[src/rtl/register_fetch_stage.sv]
// Register fetch stage: register file with a busy scoreboard, operand bypass from
// writeback, immediate operand formation and a one-deep valid/ready output register.
module register_fetch_stage #(
    parameter int DATA_W = 16,
    parameter int IDX_W  = 4
) (
    input  logic              clk,
    input  logic              rst,
    input  logic              in_valid,
    output logic              in_ready,
    input  logic [IDX_W-1:0]  in_src_a,
    input  logic [IDX_W-1:0]  in_src_b,
    input  logic [IDX_W-1:0]  in_dst,
    input  logic              in_we,
    input  logic              in_ri,
    input  logic              wb_valid,
    input  logic [IDX_W-1:0]  wb_idx,
    input  logic [DATA_W-1:0] wb_data,
    output logic              out_valid,
    input  logic              out_ready,
    output logic [DATA_W-1:0] out_a,
    output logic [DATA_W-1:0] out_b,
    output logic [IDX_W-1:0]  out_dst,
    output logic              out_we
);

    localparam int REG_COUNT = 2 ** IDX_W;

    logic [DATA_W-1:0]    regs_q [REG_COUNT];
    logic [DATA_W-1:0]    regs_d [REG_COUNT];
    logic [REG_COUNT-1:0] busy_q, busy_d;
    logic [REG_COUNT-1:0] wb_clr_s, busy_eff_s;
    logic                 out_valid_q, out_valid_d;
    logic [DATA_W-1:0]    out_a_q, out_a_d, out_b_q, out_b_d;
    logic [IDX_W-1:0]     out_dst_q, out_dst_d;
    logic                 out_we_q, out_we_d;
    logic                 hazard_s, in_ready_s, fire_s;
    logic [DATA_W-1:0]    opa_s, opb_s;

    // Hazard detection: a busy bit being cleared by this cycle's writeback no longer blocks.
    always_comb begin
        wb_clr_s = '0;
        if (wb_valid) begin
            wb_clr_s[wb_idx] = 1'b1;
        end else begin
            wb_clr_s = '0;
        end
        busy_eff_s = busy_q & ~wb_clr_s;
        hazard_s   = (!in_ri && (busy_eff_s[in_src_a] || busy_eff_s[in_src_b]))
                   || (in_we && busy_eff_s[in_dst]);
        in_ready_s = !rst && (!out_valid_q || out_ready) && !hazard_s;
        fire_s     = in_valid && in_ready_s;
    end

    // Operand selection: immediates in ri mode, otherwise register file with wb bypass.
    always_comb begin
        opa_s = '0;
        opb_s = '0;
        if (in_ri) begin
            opa_s = {{(DATA_W-IDX_W){1'b0}}, in_src_a};
            opb_s = {in_src_b, {(DATA_W-IDX_W){1'b0}}};
        end else begin
            if (wb_valid && (wb_idx == in_src_a)) begin
                opa_s = wb_data;
            end else begin
                opa_s = regs_q[in_src_a];
            end
            if (wb_valid && (wb_idx == in_src_b)) begin
                opb_s = wb_data;
            end else begin
                opb_s = regs_q[in_src_b];
            end
        end
    end

    // Next-state for register file, scoreboard and output bundle.
    always_comb begin
        regs_d      = regs_q;
        busy_d      = busy_eff_s;
        out_valid_d = out_valid_q;
        out_a_d     = out_a_q;
        out_b_d     = out_b_q;
        out_dst_d   = out_dst_q;
        out_we_d    = out_we_q;
        if (wb_valid) begin
            regs_d[wb_idx] = wb_data;
        end else begin
            regs_d = regs_q;
        end
        if (fire_s) begin
            out_valid_d = 1'b1;
            out_a_d     = opa_s;
            out_b_d     = opb_s;
            out_dst_d   = in_dst;
            out_we_d    = in_we;
            // A destination claimed this cycle wins over a same-index writeback clear.
            if (in_we) begin
                busy_d[in_dst] = 1'b1;
            end else begin
                busy_d = busy_eff_s;
            end
        end else if (out_ready) begin
            out_valid_d = 1'b0;
        end else begin
            out_valid_d = out_valid_q;
        end
    end

    // State registers with synchronous reset that discards in-flight work.
    always_ff @(posedge clk) begin
        if (rst) begin
            regs_q      <= '{default: '0};
            busy_q      <= '0;
            out_valid_q <= 1'b0;
            out_a_q     <= '0;
            out_b_q     <= '0;
            out_dst_q   <= '0;
            out_we_q    <= 1'b0;
        end else begin
            regs_q      <= regs_d;
            busy_q      <= busy_d;
            out_valid_q <= out_valid_d;
            out_a_q     <= out_a_d;
            out_b_q     <= out_b_d;
            out_dst_q   <= out_dst_d;
            out_we_q    <= out_we_d;
        end
    end

    assign in_ready  = in_ready_s;
    assign out_valid = out_valid_q;
    assign out_a     = out_a_q;
    assign out_b     = out_b_q;
    assign out_dst   = out_dst_q;
    assign out_we    = out_we_q;

endmodule
[config.mk]
export PLATFORM = sky130hd
export DESIGN_NAME = register_fetch_stage
export DESIGN_NICKNAME = d
export VERILOG_FILES = /design/src/rtl/register_fetch_stage.sv
export SDC_FILE = /design/constraint.sdc
export NUM_CORES = 1
export LEC_CHECK = 0
export ABC_AREA = 1
export CORE_AREA = 10 10 186 188
export DETAILED_ROUTE_END_ITERATION = 10
export DIE_AREA = 0 0 196 198
export PLACE_DENSITY = 0.75
export SLEW_MARGIN = 20
export SYNTH_ARGS = -nofsm -noshare
export SYNTH_HDL_FRONTEND = slang
export SYNTH_SLANG_ARGS = --single-unit
[constraint.sdc]
create_clock -name clk -period 2.45 [get_ports clk]
set_input_delay 0.49 -clock clk [delete_from_list [all_inputs] [get_ports clk]]
set_output_delay 0.49 -clock clk [all_outputs]
set_load 0.1 [all_outputs]
==> metrics.txt <==
EDFF count, synth=0; placed cell count=~3000; Synth top area share=roughly 37%; Worst path slowest cell=dlygate4sd2_1; latest clock arrival within the worst-skew pair=530 ps; Post-synth ARST share=0%; number of cells on the worst reg-to-reg path=13; fmax=between 300 and 400 MHz; clock transition at the registers of the reported paths=~60 ps; Max Cap Viol=0; count leader, synth=o21ai_0; Final Max Slew Viols=0; Avg Cell Area, Syn=6.545 um2; gr ovfl total=0; CTS Buf Count=36; I/O pins=78; Area contributors post-synth=dfxtp_1, o21ai_0, a21oi_1; CP Class=in -> out; Leak Pwr=between 8 and 9 nW; Fin Setup TNS=-89.67 ps; unrepaired setup endpoints after global routing=yes; worst-path fanout max=7; Design Area, Final=20330 um2; simple-gate portion of the synthesized area=approximately 17%; vias in the first global route=approximately 17000; first-pass GRT wire length=96.18 mm; Layout area overhead=21.37%; port bufs=77; drt pass-1 iters=6; largest net degree at the start of global routing=approximately 140; CP Capture Type=output port; largest family of logic cells by synthesized area=compound AO/OA/AOI/OAI gates; starting DRC count in detailed routing=2245; vias per cell=around 6; sw frac=29.77%; die width=roughly 200 um; H-tree Lvls=2; Seq/Total Area, Yosys=a little under two fifths; Main synth FF type=dfxtp_1; final std cells w/o fill=3059; DRT Wirelength=~62 mm; final hold violations=0; gpl congestion=roughly 0.96; Netlist Area Pre-Place=between 15000 and 20000 um2; # rows=between 60 and 70; starting density of the core=between 50% and 60%; Seq pwr share=between 40% and 50%; Power Density=approximately 640 nW/um2; Mapped Nets=around 2600; status=finished with violations; Max transition margin=roughly 52%; combinational share of power=~18%; worst-margin pin slew=707.3 ps; fillers=around 2800; fraction of the cycle the final worst path needs=103.7%; endpoints failing setup=1; type of origin of the critical path=input port; DRC=0; worst-path cell chain=dlygate4sd2_1 -> buf_4 -> nor2_2 -> buf_6 -> nand2_1 -> o21ai_1 -> o21ai_1 -> nand2_2 -> nor2_4 -> nor2_4 -> and2_4 -> buf_12; CTS tree=yes; clock power share=a little over 40%; mux contribution to synthesized area=0%; Worst Skew=16.15 ps; via count=18820; clock tree buffer depth=3; Synth Area in Compound Gates=between 30% and 40%; initial antenna violation count=2; post-synthesis cell type count=26; Syn. warnings=0; Root Buffer=clkbuf_16; Core Footprint=31070 um2; Total Routing Usage GR=a little under a third; Critical Path AT=slightly above 2000 ps; die height=198 um; Synth Area in XOR/XNOR=less than 1%; Post-DP Area=18750 um2; reg2reg setup slack=~260 ps; Critical Path Max Stage Delay=approximately 260 ps; WP data required=slightly below 2000 ps; hold_ws=between 200 and 300 ps; multi-input logic area=slightly below 9000 um2; Synth area leader=dfxtp_1; Synth Instances=about 2600; Layout Nets=2669; worst setup slack after layout=-89.67 ps; Int Power=slightly above 9 mW; post-synthesis adder-cell area fraction=0%; Antenna Violating Nets Remaining=0; Hold WC Path Type=in -> reg; P_sw=3.847 mW; Commonest cells post-synth=o21ai_0, a21oi_1, dfxtp_1; Hold Crit Depth=3; Tmin final=around 2500 ps; Register Area=around 6200 um2; die footprint=around 39000 um2; Peak VDD IR=0.0003986 V; clock sink count=between 300 and 400; post-detail-place hpwl=a little under 40 mm; synthesized flop and latch total=310; failing checks=setup timing; layout cell share with drive strength beyond 1=14.16%; wire per inst=around 20 um
==> final cells by class <==
| class | count | area share [%] |
|---|---|---|
| inverters | 319 | 5.940 |
| multi-input cells | 1696 | 43.17 |
| clock buffers | 55 | 5.324 |
| clock inverters | 8 | 0.3939 |
| well taps | 402 | 2.474 |
| repair buffers | 267 | 12.14 |
| flip-flops and latches | 310 | 30.53 |
| diodes | 2 | 0.02462 |
==> power by group through the flow <==
stage | sequential, mW | combinational (mW) | clock (mW)
5_1_grt | 5.27 | 2.54 | 5.55
3_3_place_gp | 5.36 | 2.23 | 0
3_5_place_dp | 5.36 | 2.25 | 0
6_report | 5.26 | 2.36 | 5.30
2_1_floorplan | 5.67 | 1.15 | 0
4_1_cts | 5.26 | 2.28 | 5.33
==> cells by family after synthesis <==
logic type             after synthesis
XOR/XNOR                             1
AND/OR/NAND/NOR                    657
AO/OA/AOI/OAI                     1038
flip-flops                         310
buffers and inverters              553
==> cells in the final DEF (no fill, tap or decap), types with 27 or more instances in the layout <==
cell type / Yosys / final
dfxtp_1: 310 / 310
clkbuf_16: 0 / 36
nand3_1: 227 / 200
inv_1: 297 / 293
o211ai_1: 129 / 129
a21oi_1: 424 / 424
nand2_1: 288 / 265
buf_12: 0 / 27
nor2_1: 101 / 87
buf_4: 2 / 195
o21ai_0: 457 / 451
nand4_1: 32 / 32
==> sequential cells by signal (all words and copies together), names as in the netlist <==
register / count
regs_q: 256
out_dst: 4
busy_q: 16
out_valid: 1
out_we: 1
out_b: 16
out_a: 16
==> metal layers <==
metal / track usage, % / share of wire (%) / vias up
li1: - / - / 8854
met1: 38.55 / 40 / 8645
met2: 48.94 / 45 / 1067
met3: 6.156 / 10 / 247
met4: 16.88 / 5.5 / 2
met5: 0 / 0.021 / -
==> repair_timing <==
item | in CTS | in global routing
resized for setup | 64 | 57
hold buffers | 0 | 0
endpoints found under the setup margin | 11 | 2
buffers inserted | 8 | 8
pin swaps | 28 | 38
==> through the flow <==
step | utilization [%] | worst slack [ps] | power, mW
floorplan | - | 0.5593 | 6.820
global placement | 60.34 | -602.7 | 7.586
detailed placement | 60.34 | -621.8 | 7.613
CTS | 64.62 | -87.08 | 12.87
global route | 65.41 | -155.8 | 13.36
finish | 65.43 | -89.67 | 12.92
==> critical path, delay by kind of cell <==
kind                   cells  cell delay (ps)
and+or+nand+nor            6              650
buffers and inverters      4              740
AOI/OAI and AO/OA          2              170
==> path summary, 6_finish.rpt <==
check / to / startpoint
setup / recovery: in_ready / in_dst[0]
hold / removal: out_dst[1] / in_dst[1]
setup reg to reg: busy_q[3] / busy_q[7]
hold reg to reg: regs_q[115] / regs_q[115]
Note: power is estimated with default switching activity, not from simulation.
